File: src/rtl/cu_pkg.sv
// Shared types and constants for the CU command path.
//
// Contents:
//   CU_ARB_NUM_REQUESTORS_MAX  upper bound on arbiter requestors
//   CU_ARB_STATS_COUNT_WIDTH   width of per-requestor grant counters
//   CU_CMD_PAYLOAD_WIDTH       width of a command buffer payload
//   arb_request_vector         request vector sized for the largest arbiter
//   CommandBufferLine          valid-qualified command word
//   BufferStatus               command buffer fill status
package cu_pkg;

    localparam int unsigned CU_ARB_NUM_REQUESTORS_MAX = 16;
    localparam int unsigned CU_ARB_STATS_COUNT_WIDTH  = 32;
    localparam int unsigned CU_CMD_PAYLOAD_WIDTH      = 32;

    // Bit i is requestor i; narrower arbiters zero-pad the unused tail.
    typedef logic [0:CU_ARB_NUM_REQUESTORS_MAX-1] arb_request_vector;

    typedef struct packed {
        logic                            valid;
        logic [CU_CMD_PAYLOAD_WIDTH-1:0] payload;
    } CommandBufferLine;

    typedef struct packed {
        logic alfull;
        logic full;
        logic empty;
    } BufferStatus;

endpackage

File: src/rtl/round_robin_priority_arbiter.sv
// Combinational round-robin priority arbiter.
//
// Picks the first asserted request at or after rr_pointer, wrapping modulo NUM_REQUESTORS.
//
// Ports:
//   request      in   [NUM_REQUESTORS]  pending requests
//   rr_pointer   in   [ID_WIDTH]        highest-priority index this cycle
//   grant        out  [NUM_REQUESTORS]  one-hot grant (all zero when no request)
//   grant_index  out  [ID_WIDTH]        encoded grant (0 when no request)
//   any_grant    out  1                 at least one request present
module round_robin_priority_arbiter
    import cu_pkg::*;
#(
    parameter int unsigned NUM_REQUESTORS = 4,
    parameter int unsigned ID_WIDTH       = 2
) (
    input  logic [NUM_REQUESTORS-1:0] request,
    input  logic [ID_WIDTH-1:0]       rr_pointer,
    output logic [NUM_REQUESTORS-1:0] grant,
    output logic [ID_WIDTH-1:0]       grant_index,
    output logic                      any_grant
);

    localparam int unsigned PAD_WIDTH = $clog2(CU_ARB_NUM_REQUESTORS_MAX);

    arb_request_vector    request_padded;
    logic [ID_WIDTH-1:0]  candidate;

    always_comb begin
        request_padded = '0;
        for (int unsigned i = 0; i < NUM_REQUESTORS; i++) begin
            request_padded[PAD_WIDTH'(i)] = request[ID_WIDTH'(i)];
        end

        grant       = '0;
        grant_index = '0;
        any_grant   = 1'b0;
        candidate   = '0;
        // Scan from the pointer outward; the first hit wins.
        for (int unsigned k = 0; k < NUM_REQUESTORS; k++) begin
            candidate = ID_WIDTH'((32'(rr_pointer) + k) % NUM_REQUESTORS);
            if (!any_grant && request_padded[PAD_WIDTH'(candidate)]) begin
                any_grant        = 1'b1;
                grant[candidate] = 1'b1;
                grant_index      = candidate;
            end
        end
    end

endmodule

File: src/rtl/cu_command_arbiter.sv
// Shares one CAPI command buffer port among NUM_REQUESTORS engines.
//
// Each requestor owns a one-entry holding slot. A round-robin arbiter drains full slots
// into a registered command_out, stalling while the buffer reports almost-full or while
// enabled_in is low.
//
// Ports:
//   clock                  in   1                     rising-edge clock
//   rst_in                 in   1                     asynchronous active-high reset
//   enabled_in             in   1                     global enable; low freezes all state
//   command_buffer_status  in   BufferStatus          only .alfull is used
//   command_in             in   CommandBufferLine[N]  per-requestor command
//   command_ready_out      out  [N]                   slot i can accept a command
//   command_out            out  CommandBufferLine     arbitrated, registered command
//   grant_id_out           out  [ID_WIDTH]            requestor behind command_out
//   grant_count_out        out  [N][32]               grants per requestor (stats build only)
//
// Build option: define CU_COMMAND_ARBITER_STATS_EN to add saturating per-requestor grant
// counters and the grant_count_out port.
module cu_command_arbiter
    import cu_pkg::*;
#(
    parameter int unsigned NUM_REQUESTORS = 4,
    parameter int unsigned ID_WIDTH       = 2
) (
    input  logic                        clock,
    input  logic                        rst_in,
    input  logic                        enabled_in,
    input  BufferStatus                 command_buffer_status,
    input  CommandBufferLine            command_in [NUM_REQUESTORS],
    output logic [NUM_REQUESTORS-1:0]   command_ready_out,
    output CommandBufferLine            command_out,
    output logic [ID_WIDTH-1:0]         grant_id_out
`ifdef CU_COMMAND_ARBITER_STATS_EN
    ,
    output logic [CU_ARB_STATS_COUNT_WIDTH-1:0] grant_count_out [NUM_REQUESTORS]
`endif
);

    logic [NUM_REQUESTORS-1:0]       slot_full_q, slot_full_d;
    logic [CU_CMD_PAYLOAD_WIDTH-1:0] slot_payload_q [NUM_REQUESTORS];
    logic [NUM_REQUESTORS-1:0]       request_valid;
    logic [NUM_REQUESTORS-1:0]       capture;

    logic [ID_WIDTH-1:0]             rr_ptr_q, rr_ptr_d;
    logic [NUM_REQUESTORS-1:0]       arb_grant;
    logic [ID_WIDTH-1:0]             arb_index;
    logic                            arb_any;
    logic                            do_grant;

    logic                            out_valid_q;
    logic [CU_CMD_PAYLOAD_WIDTH-1:0] out_payload_q;
    logic [ID_WIDTH-1:0]             grant_id_q;

    logic                            unused_status;
    assign unused_status = ^{command_buffer_status.full, command_buffer_status.empty};

    // Ready depends on state only, so requestors may derive valid from ready freely.
    assign command_ready_out = {NUM_REQUESTORS{enabled_in & ~rst_in}} & ~slot_full_q;

    for (genvar i = 0; i < NUM_REQUESTORS; i++) begin : g_slot
        assign request_valid[i] = command_in[i].valid;

        always_ff @(posedge clock) begin
            if (capture[i]) begin
                slot_payload_q[i] <= command_in[i].payload;
            end
        end
    end

    assign capture = request_valid & command_ready_out;

    round_robin_priority_arbiter #(
        .NUM_REQUESTORS (NUM_REQUESTORS),
        .ID_WIDTH       (ID_WIDTH)
    ) u_rr_arbiter (
        .request     (slot_full_q),
        .rr_pointer  (rr_ptr_q),
        .grant       (arb_grant),
        .grant_index (arb_index),
        .any_grant   (arb_any)
    );

    assign do_grant = enabled_in & ~command_buffer_status.alfull & arb_any;

    always_comb begin
        // A slot being granted is full, so it can never be capturing on the same edge.
        slot_full_d = slot_full_q | capture;
        rr_ptr_d    = rr_ptr_q;
        if (do_grant) begin
            slot_full_d = slot_full_d & ~arb_grant;
            rr_ptr_d    = (arb_index == ID_WIDTH'(NUM_REQUESTORS - 1)) ? '0
                                                                       : arb_index + 1'b1;
        end
    end

    always_ff @(posedge clock or posedge rst_in) begin
        if (rst_in) begin
            slot_full_q <= '0;
            rr_ptr_q    <= '0;
            out_valid_q <= 1'b0;
            grant_id_q  <= '0;
        end else begin
            slot_full_q <= slot_full_d;
            rr_ptr_q    <= rr_ptr_d;
            out_valid_q <= do_grant;
            if (do_grant) begin
                grant_id_q <= arb_index;
            end
        end
    end

    // Payload is qualified by out_valid_q, so it carries no reset.
    always_ff @(posedge clock) begin
        if (do_grant) begin
            out_payload_q <= slot_payload_q[arb_index];
        end
    end

    always_comb begin
        command_out         = '0;
        command_out.valid   = out_valid_q;
        command_out.payload = out_payload_q;
    end

    assign grant_id_out = grant_id_q;

`ifdef CU_COMMAND_ARBITER_STATS_EN
    logic [CU_ARB_STATS_COUNT_WIDTH-1:0] grant_count_q [NUM_REQUESTORS];

    for (genvar i = 0; i < NUM_REQUESTORS; i++) begin : g_stats
        always_ff @(posedge clock or posedge rst_in) begin
            if (rst_in) begin
                grant_count_q[i] <= '0;
            end else if (do_grant && arb_grant[i] && (grant_count_q[i] != '1)) begin
                grant_count_q[i] <= grant_count_q[i] + 1'b1;
            end
        end
        assign grant_count_out[i] = grant_count_q[i];
    end
`endif

endmodule

File: config.mk
export PLATFORM = sky130hd
export DESIGN_NAME = cu_command_arbiter
export DESIGN_NICKNAME = d
export VERILOG_FILES = /design/src/rtl/cu_pkg.sv /design/src/rtl/round_robin_priority_arbiter.sv /design/src/rtl/cu_command_arbiter.sv
export SDC_FILE = /design/constraint.sdc
export NUM_CORES = 1
export LEC_CHECK = 0
export CAP_MARGIN = 20
export CORE_ASPECT_RATIO = 1.5
export CORE_MARGIN = 10
export CORE_UTILIZATION = 44
export CTS_BUF_LIST = sky130_fd_sc_hd__clkbuf_8 sky130_fd_sc_hd__clkbuf_16
export DETAILED_ROUTE_END_ITERATION = 8
export PLACE_DENSITY = 0.77
export SYNTH_ARGS = -nofsm -noshare
export SYNTH_HDL_FRONTEND = slang
export SYNTH_SLANG_ARGS = --single-unit
File: constraint.sdc
create_clock -name clock -period 3 [get_ports clock]
set_input_delay 0.9 -clock clock [delete_from_list [all_inputs] [get_ports clock]]
set_output_delay 0.9 -clock clock [all_outputs]
set_load 0.01 [all_outputs]
[Word-level counts from Yosys, hierarchy flattened]
Memories as Yosys holds them, arrays and structs flattened. A register that Yosys moved wholly into a read port is not among the register bits.
Index checks and enable logic that the tools add are counted.
Operators by class
  reductions and logical operators: 10
  $add $sub $neg: 4
  equal/unequal tests: 1
  mux-type cells: 42
  bitwise operators: 18
  $lt $le $gt $ge: 12
Operators with widths (number)
  1-bit 2-to-1 mux: 24
  5-bit greater-or-equal comparator, second input constant: 4
  4-bit 2-to-1 mux: 5
  2-bit NOT with 5-bit output: 4
  1-bit binary-select mux with 4-bit select: 4
  4-bit bitwise OR: 4
  4-bit AND: 3
  2-bit by 3-bit < comparator with 1-bit output, second input constant: 4
  2-bit 2-to-1 mux: 5
  1-bit demux with 2-bit select: 4
  2-bit by 1-bit greater-or-equal comparator with 1-bit output, second input constant: 4
  4-bit NOT: 2
  1-bit logical AND: 7
  2-bit by 1-bit adder with 2-bit output, second input constant: 2
  2-bit adder, second input constant: 2
  1-bit AND: 3
  1-bit zero test: 3
  2-bit equality test, second input constant: 1
  1-bit NOT: 2
Word-level totals
  memories: 1
  memory bits (writable): 128
  register bits after elaboration: 9
  output and inout port bits: 39
  input bits: 138
Memory list
  slot_payload_q: depth 4, bits a word 32, rd ports 1, clocked after Yosys merged registers in 1, wr ports 4, line cu_command_arbiter.sv:41  | logic [CU_CMD_PAYLOAD_WIDTH-1:0] slot_payload_q [NUM_REQUESTORS];

[Logic depth before layout (Yosys ltp)]
Gate-level depths: netlist of run 1.
  depth in word-level cells: 17
  gate-level depth with buffers: 11

[Modules after synthesis]
Synthesis of run 1 repeated with hierarchy kept, for this count alone.
Unflattened totals
  cell total of the unflattened synthesis: 282
  area, all modules: 6488.7 sq um
Modules (own cells, without submodules)
  cu_command_arbiter: sequential area each 5029.8 sq um, area each 6067.1 sq um, cells each 237, times used 1
  round_robin_priority_arbiter: sequential area each 0.0 sq um, area each 421.7 sq um, cells each 45, times used 1

[Worst setup path after synthesis of run 1]
OpenSTA, ideal clock, no wires.
  kind: input port to flip-flop
  from: input port command_buffer_status[2] (netlist name)
  to: register rr_ptr_q[0]
  path buffers: 1
  cell stages on the path: 3
  arrival: 2.787 ns
  setup slack: 0.086 ns
  path through: nor3b_1 -> clkbuf_1 -> mux2_2
On the way
  cells in the longest elaborated chain, start to end: 3
Ends and longest elaborated chain
  start, declared: line cu_command_arbiter.sv:29  | input BufferStatus command_buffer_status,
  1-bit NOT: line cu_command_arbiter.sv:84  | assign do_grant = enabled_in & ~command_buffer_status.alfull & arb_any;
  1-bit AND (2 in series): line cu_command_arbiter.sv:84
  net do_grant: line cu_command_arbiter.sv:49  | logic do_grant;
  end signal, assigned: line cu_command_arbiter.sv:105  | rr_ptr_q <= rr_ptr_d;
  end, declared: line cu_command_arbiter.sv:45  | logic [ID_WIDTH-1:0] rr_ptr_q, rr_ptr_d;
The timed path passes the listed nets, and every way through them passes these cells.
A chain may end at the register's enable or synchronous reset.

[Worst setup path after layout of run 1]
  from: input port rst_in
  to: output port command_ready_out[0]
On the way
  cells in the longest elaborated chain, start to end: 3
Ends and longest elaborated chain
  start, declared: line cu_command_arbiter.sv:27  | input logic rst_in,
  1-bit NOT: line cu_command_arbiter.sv:59  | assign command_ready_out = {NUM_REQUESTORS{enabled_in & ~rst_in}} & ~slot_full_q;
  1-bit AND: line cu_command_arbiter.sv:59
  4-bit AND: line cu_command_arbiter.sv:59
  end, declared: line cu_command_arbiter.sv:31  | output logic [NUM_REQUESTORS-1:0] command_ready_out,
No other way between the ends.

==> results by stage, run 1 <==
Timing:
- The share of the clock period used by the worst path after layout is 94.49%.
- Timing would allow up to roughly 0.35 GHz.
- The actual slew at the worst max-slew pin is 0.5308 ns.
- Setup violations remaining at the end of the flow were counted as 0.
- Setup repair after global routing left no endpoint under its margin.
- The headroom to the max-slew limit is 64.38%.
- The final max-slew violation count is 0.
- The clock period minus worst slack is 2.835 ns.
- Hold is met by 0.5348 ns.
- The hold violation total from the final report was 0.
- On the final layout, the worst clock skew is roughly 0.0064 ns.

Placement:
- The quantity of I/O buffers inserted on ports is 174.
- Summed over all nets, the half-perimeter wirelength after detailed placement is 11.37 mm.
- The final weighted congestion in routability-driven placement is 0.7951.
- The placed instance count is between 600 and 700.
- The placement-stage cell area is 8693 um^2.

Detailed routing:
- The number of iterations in the first detailed-routing pass is 7.
- In the routed design, unresolved DRC markers number 0.
- Dividing the detail-routed via count by the number of cells gives slightly above 5.
- In this run, the number of DRC markers left after iteration 0 of detailed routing was 196.
- Dividing the detail-routed wire length by the instance count gives 22.74 um.
- Summing over every cut layer, the via total after detailed routing is 3693.
- Wires add up to 16.23 mm.
- The count of nets left with antenna violations once routing finished came out at 0.

GRT:
- The initial antenna violation count is 0.
- The first global-routing pass estimated about 25 mm of wire.
- The largest net degree at the start of global routing is 33.
- The total congestion overflow after global routing is 0.
- The via count of the first global-routing pass is about 4200.
- Global routing used 16.36% of the available tracks across all layers.

Floorplan:
- The initialized floorplan defines 54 standard-cell rows.
- The die height is 169.8 um.
- Once the floorplan was initialized, standard cells occupied 45.10% of the core.
- In this run the standard cell core region covers 14590 um^2.
- Measured along the x axis, the die boundary spans about 120 um.
- The number of top-level pins is 177.
- The floorplan step defined a die boundary enclosing approximately 20000 um^2.

Yosys:
- A synthesized cell averages 21.30 um^2.
- For this run, the number of Yosys warnings is 0.
- The synthesized design contains 169 register bits.
- The post-synthesis cell area is about 6600 um^2.
- The largest area contributor in the netlist is edfxtp_1.
- By area the synthesized netlist is led by edfxtp_1 73%, mux4_2 9.2%, dfrtp_1 3.4%.
- The cell count after synthesis came out at 309.
- The number of distinct library cells after synthesis is 40.
- The synthesized design devotes to its leading area cell type between 70% and 80% of total area.
- The portion of the post-synthesis area used by sequential elements is ~76%.
- When the netlist entered floorplanning its net count stood at 453.

Critical path:
- The critical path is of the in -> out type.
- The signal on the critical path passes through clkdlybuf4s50_1 > inv_1 > nand2_1 > nor2_1 > dlygate4sd2_1.
- For the worst flop-to-flop path, the logic depth is 8.
- The worst setup path is captured at a primary output.
- STA puts the critical path data required time at 2.10 ns.
- The worst register-to-register path ends at out_payload_q[21].
- The nature of the critical path startpoint is an input port.
- On the critical path, the stage with the largest delay is an instance of clkdlybuf4s50_1.
- The category of cells accounting for the largest share of critical-path delay is buffers and inverters.
- The arrival time reported for the critical path endpoint is 1.93 ns.
- The critical path contains buffers and inverters numbering 3 combined.
- Across all register-to-register paths, the minimum setup slack is 0.21 ns.
- The largest driver fanout on the critical path is 4.
- The delay of the slowest critical-path stage is 0.48 ns.
- The start of the worst register-to-register path is rr_ptr_q[0].

Clock network:
- The sink count of the clock tree is 169.
- The clock buffer count from CTS is 17.
- The cell sitting at the root of the clock tree is a clkbuf_16.
- TritonCTS built the clock tree.
- Clock-pin slew was measured on the worst setup and hold paths at 0.06 ns.
- The clock reaches the later pin of the worst-skew pair after 0.42 ns.
- The clock tree synthesis step divided the H-tree into 4 levels.
- In this run, post-CTS hold repair placed 0 buffers.
- The clock passes through at most 2 buffers.

Finish:
- The final instance area is slightly above 9000 um^2.
- Fill cells in the final layout number 1059.
- Cells fill 63.52% of the core in the end.
- 0 antenna diodes ended up in the layout.
- The area of the multi-input gates is 1431 um^2.
- The net total in the final layout is 650.
- The number of standard cells in the layout, taps in and fillers out is 714.
- Compared with the post-synthesis result, the final layout area differs by 40.86%.
- In the final layout, the share of cells above drive strength 1 is 16.60%.
- The area of all sequential standard cells is slightly above 5000 um^2.

Hold path:
- The cell depth of the worst hold path is 2.
- The startpoint identified for the worst hold timing path is grant_id_out[0].
- The path class of the tightest hold or removal check is reg -> reg.
- The worst-case hold path end point is grant_id_out[0].

Power:
- The leakage power summed over all cells is 3.157 nW.
- Power spread over the standard cell area amounts to 975.3 nW/um^2.
- The worst-case vdd ir drop is between 0.5 and 0.6 mV.

Status:
- The run finished with clean final reports.

Run:
- The number of max-capacitance violations reported is 0.
[layout make-up]
cell class / instances / share of cell area, %
flip-flops and latches: 169 / 54.26
repair buffers: 193 / 21.22
multi-input cells: 119 / 15.44
clock buffers: 17 / 4.589
well taps: 196 / 2.645
clock inverters: 14 / 1.606
inverters: 6 / 0.2429
[tightest hold or removal path, stage by stage, from the launching register on]
cell     delay, ns
dfrtp_1       0.38
inv_1         0.06
mux2i_1       0.06
[per-stage QoR]
stage | TNS, ns | power [W] | setup slack (ns)
floorplan | 0 | 0.005800 | 0.08645
global placement | -0.2213 | 0.006873 | -0.06945
detailed placement | -0.3662 | 0.006996 | -0.1130
CTS | 0 | 0.009120 | 0.04262
global route | 0 | 0.009498 | 0.07931
finish | 0 | 0.009041 | 0.1654
[power breakdown]
group	total [W]	leakage [nW]	switching, W	internal, W
clock	0.00214	0.275	0.000906	0.00123
combinational	0.00365	1.32	0.00165	0.00201
sequential	0.00325	1.56	0.000162	0.00309
[cell usage after synthesis, drive strengths merged]
library cell  count
a21oi             8
nand2             2
mux2i             4
a22oi             9
dfrtp             9
inv               6
a2111oi           1
o22ai             5
clkbuf            2
nor2b             2
o32a              1
mux2              3
a32o              1
and3              1
xnor2             1
nor3b             3
ha                6
edfxtp          160
buf              13
nand3b            2
a22o              4
and3b             2
nand2b            1
nor3              2
mux4             33
nand3             2
o21bai            1
nor2             11
nor4              1
a211oi            5
o21ai             5
and2              3
[placed cells by master, fill, tap and decap left out, types with 3 or more instances in the layout]
cell type and instances:
clkdlybuf4s50_1 170, edfxtp_1 160, mux4_2 27, clkbuf_16 17
buf_4 12, nor2_1 10, a22oi_1 9, dfrtp_1 9
a21oi_1 8, inv_1 7, buf_12 7, mux4_1 6
ha_1 6, o21ai_1 4, mux2i_1 4, a22o_1 4
o22ai_1 4, a211oi_1 4, inv_6 4, dlygate4sd2_1 4
and2_2 3, clkinvlp_4 3
[state kept, by name, indices dropped and copies added, names as in the netlist]
signal and count:
grant_id_out 2, out_payload_q 32, out_valid_q 1, rr_ptr_q 2, slot_full_q 4, slot_payload_q 128
[routing by layer]
metal	global-route usage [%]	wire length, um	vias up
met5	0	0	-
met4	6.842	346	0
met3	4.662	896	21
met2	30.37	9426	131
met1	16.67	5565	1862
li1	-	-	1679
[kinds of logic after synthesis]
kind of cell	after synthesis	share of synthesized area (%)
xor+xnor	1	0.1331
flops	169	76.43
mux	40	12.76
compound gates	40	4.772
buf+inv	21	2.091
simple gates	32	2.681
fa+ha+maj	6	1.141
[worst max path at each step]
stage,from,depth (start not counted),to,slack [ns]
after floorplan,command_buffer_status[2],3,rr_ptr_q[0],0.09
after global placement,rst_in,5,command_ready_out[0],-0.07
after detailed placement,enabled_in,4,command_ready_out[0],-0.11
after CTS,rr_ptr_q[0],9,out_payload_q[9],0.04
after global routing,rr_ptr_q[0],9,out_payload_q[20],0.08
final,rst_in,5,command_ready_out[0],0.17
[timing repair]
| item | CTS | global route |
|---|---|---|
| gates resized for setup | 4 | 0 |
| setup endpoints to repair | 4 | 19 |
| buffers inserted | 0 | 1 |
| pin swaps | 0 | 1 |
Note: power is estimated with default switching activity, not from simulation.
==> run 2: changes to the inputs <==
--- a/config.mk
+++ b/config.mk
@@ -8,10 +8,11 @@
 export CAP_MARGIN = 20
 export CORE_ASPECT_RATIO = 1.5
 export CORE_MARGIN = 10
-export CORE_UTILIZATION = 44
+export CORE_UTILIZATION = 45
 export CTS_BUF_LIST = sky130_fd_sc_hd__clkbuf_8 sky130_fd_sc_hd__clkbuf_16
 export DETAILED_ROUTE_END_ITERATION = 8
-export PLACE_DENSITY = 0.77
+export MAX_ROUTING_LAYER = met4
+export PLACE_DENSITY = 0.75
 export SYNTH_ARGS = -nofsm -noshare
 export SYNTH_HDL_FRONTEND = slang
 export SYNTH_SLANG_ARGS = --single-unit
==> constraint.sdc (replaced) <==
create_clock -name clock -period 3.2 [get_ports clock]
set_input_delay 0.96 -clock clock [delete_from_list [all_inputs] [get_ports clock]]
set_output_delay 0.96 -clock clock [all_outputs]
set_load 0.01 [all_outputs]
==> run 2 against run 1 <==
Effect of this change:
- first-iteration DRC count rose by 14%
- critical path depth is the same
- clock-buffer cell count grew 2
- cell count increased by 0.14%
- hold slack worse by 0.0082 ns
- critical path type unchanged
==> results by stage, run 2 (synthesized netlist as in run 1, its figures left out) <==
Detailed routing:
- The top layer used by detailed routing is met4.
- The per-cell via count in the routed design was 5.193 (+0.40%).
- The sum of met3 wire segment lengths after detailed routing is 531 um (-41%).
- The total routed wire length on the met1 layer is 5.815 mm (+4.5%).
- The violation count after the first detailed-routing iteration is 223 (+14%).
- The via count is 3713 (+0.54%).
- The sum of met2 wire segment lengths after detailed routing came to 9.366 mm (-0.64%).
- The detailed-route wire length per cell is 22.47 um (-1.2%).
- The total wire length after detailed routing is 16.07 mm (-1.0%).
- The remaining antenna violation count after routing is 0 (unchanged).
- The residual DRC count is 0 (unchanged).
- The number of iterations in the first detailed-routing pass was 5 (-2).

Floorplan:
- The die outline area is 19960 um^2 (-1.9%).
- The area inside the core boundary is 14460 um^2 (-0.93%).
- The die height came to 168.1 um (-0.98%).
- The die span in x is 118.7 um (-0.93%).
- The row count is 54 (unchanged).
- The number of top-level pins was 177 (unchanged).
- The initial core utilization was 45.52% (+0.42 points).

Clock network:
- The depth of the CTS H-tree was 4 (unchanged).
- The clock buffer count from CTS is 17 (unchanged).
- The maximum clock insertion buffer count is 2 (unchanged).
- The clock slew at the register clock pins of the worst setup and hold paths is 0.06 ns (about the same).
- The sink count of the clock tree is 169 (unchanged).
- The clock tree from TritonCTS is built.
- The clock tree root driver cell is clkbuf_16.
- The hold-fix buffer count after cts came to 0 (unchanged).
- The clock network latency to the later pin of the worst-skew pair is 0.41 ns (about the same).

Power:
- The power share of the clock group is 23.9% (+0.3 points).
- The combinational power share was 40.0% (-0.4 points).
- The internal power of the cells is 0.005950 W (-5.9%).
- The fraction of power spent switching nets is 29.70% (-0.33 points).
- The leakage power summed over all cells is 3.159 nW (about the same).
- The power density normalized to cell area is 913.2 nW/um^2 (-6.4%).
- The relative contribution of sequential cells to total power is 36.1% (about the same).
- The worst-case vdd ir drop came to 0.5369 mV (-2.3%).
- The net switching power came to 0.002514 W (-7.4%).

Timing:
- The actual slew at the worst max-slew pin is 0.5162 ns (-0.01463 ns).
- Setup repair after global routing left no endpoint under its margin.
- The clock period minus worst slack is 2.986 ns.
- The setup TNS after final layout is 0 ns (unchanged).
- The final-report setup violation count is 0 (unchanged).
- The hold violation total from the final report came to 0 (unchanged).
- The headroom to the max-slew limit is 65.36% (+0.98 points).
- The fmax is 0.3349 GHz.
- The final max-slew violation count is 0 (unchanged).
- In the finished design, the share of the clock period the worst path needs comes to 93.32%.
- The setup skew after layout came to 0.01012 ns (+0.003736 ns).

GRT:
- The largest net degree at the start of global routing is 33 (unchanged).
- The wire length of the first global-routing pass is 24.03 mm (-2.4%).
- The via count of the first global-routing pass is 4087 (-3.4%).
- The total global-route track usage is 16.64% (+0.28 points).
- The initial antenna violation count was 2 (+2).
- The total congestion overflow after global routing was 0 (unchanged).

Critical path:
- The arrival time reported for the critical path endpoint is 2.03 ns (+0.10 ns).
- The largest driver fanout on the critical path was 4 (unchanged).
- The required time at the worst-slack endpoint is 2.24 ns (+0.14 ns).
- STA classifies the critical path startpoint as an input port.
- The kind of critical path is in -> out.
- The reg2reg setup slack is 0.46 ns (+0.25 ns).
- The endpoint class of the critical path is a primary output.

Status:
- The flow ran to the end, and the final reports show no timing, DRC or antenna violations.

Hold path:
- The class of the worst hold path is reg -> reg.

Finish:
- The most flop-heavy register is slot_payload_q.
- The core occupancy in the finished layout is 64.11% (+0.58 points).
- The most common cell after layout, fill and taps aside is clkdlybuf4s50_1.
- In the layout the commonest cells are 170 x clkdlybuf4s50_1, 160 x edfxtp_1, 27 x mux4_2, 17 x clkbuf_16, 11 x buf_4.
- The largest registers in the layout are slot_payload_q (128), out_payload_q (32), slot_full_q (4).
- The net total in the final layout is 648 (-0.31%).
- The ratio of cells with drive above 1 in the final layout was 16.83% (+0.23 points).
- The number of flip-flops in the largest register is 128 (unchanged).
- The layout overhead on the synthesized area is 40.84% (about the same).

Placement:
- The quantity of I/O buffers inserted on ports is 174 (unchanged).
- The final weighted congestion in routability-driven placement is 0.7922 (-0.36%).
- The half-perimeter wire length of the detailed placement result is 11.53 mm (+1.4%).

Run:
- The number of max-capacitance violations reported is 0 (unchanged).
==> run 2: final cells by class <==
class | count | area (um^2)
clock inverter | 13 | 142.6
timing repair buffer | 191 | 1939
tap | 196 | 245.2
fill | 1069 | 5190
multi-input combinational | 119 | 1431
sequential | 169 | 5030
antenna | 2 | 5.005
clock buffer | 19 | 452.9
inverter | 6 | 22.52
==> run 2: final timing paths <==
| check | from | end | depth (start not counted) |
|---|---|---|---|
| min in group asynchronous | rst_in | grant_id_out[1] | 3 |
| worst max-delay path | rst_in | command_ready_out[0] | 5 |
| max in group asynchronous | rst_in | rr_ptr_q[1] | 3 |
| worst min register to register | grant_id_out[1] | grant_id_out[1] | 2 |
| worst max register to register | rr_ptr_q[0] | out_payload_q[22] | 8 |
| worst min-delay path | grant_id_out[1] | grant_id_out[1] | 2 |
==> run 2: timing repair <==
| action | 4_1_cts | 5_1_grt |
|---|---|---|
| endpoints found under the hold margin | 0 | 0 |
| setup buffers | 0 | 0 |
| endpoints found under the setup margin | 4 | 0 |
| gates resized for setup | 4 | 0 |
==> run 2: critical path, stage by stage <==
cell and delay (ns):
clkdlybuf4s50_1 0.44, inv_1 0.09, nand2_1 0.10, nor2_1 0.14, dlygate4sd2_1 0.30
==> run 2: power by group through the flow <==
stage                     clock [W]  combinational [W]  sequential (W)
final                       0.00202            0.00339         0.00305
after global routing        0.00216            0.00364         0.00309
after CTS                   0.00207            0.00345         0.00306
after detailed placement          0            0.00345         0.00310
after global placement            0            0.00334         0.00308
after floorplan                   0            0.00230         0.00314
==> run 2: routing by layer <==
layer	global-route usage [%]	vias up
li1	-	1677
met5	-	-
met2	30.18	137
met3	2.980	20
met1	16.94	1879
met4	7.938	0
==> run 2: stage by stage <==
step | setup slack [ns] | total power (W) | instance area (um^2) | cells | hold slack (ns)
5_1_grt | 0.1673 | 0.008889 | 9269 | 715 | 0.5451
3_3_place_gp | 0.02455 | 0.006422 | 8673 | 681 | 0.5070
2_1_floorplan | 0.2265 | 0.005437 | 6581 | 309 | 0.5467
6_report | 0.2137 | 0.008464 | 9269 | 715 | 0.5266
4_1_cts | 0.2001 | 0.008578 | 9264 | 713 | 0.5386
3_5_place_dp | -0.07077 | 0.006552 | 8673 | 681 | 0.5235
==> run 3: changes to the inputs <==
--- a/config.mk
+++ b/config.mk
@@ -5,6 +5,7 @@
 export SDC_FILE = /design/constraint.sdc
 export NUM_CORES = 1
 export LEC_CHECK = 0
+export ABC_CLOCK_PERIOD_IN_PS = 3200
 export CAP_MARGIN = 20
 export CORE_ASPECT_RATIO = 1.5
 export CORE_MARGIN = 10
==> results of run 3 <==
Same layout as run 2: the final DEF is identical, and so are final timing and power.
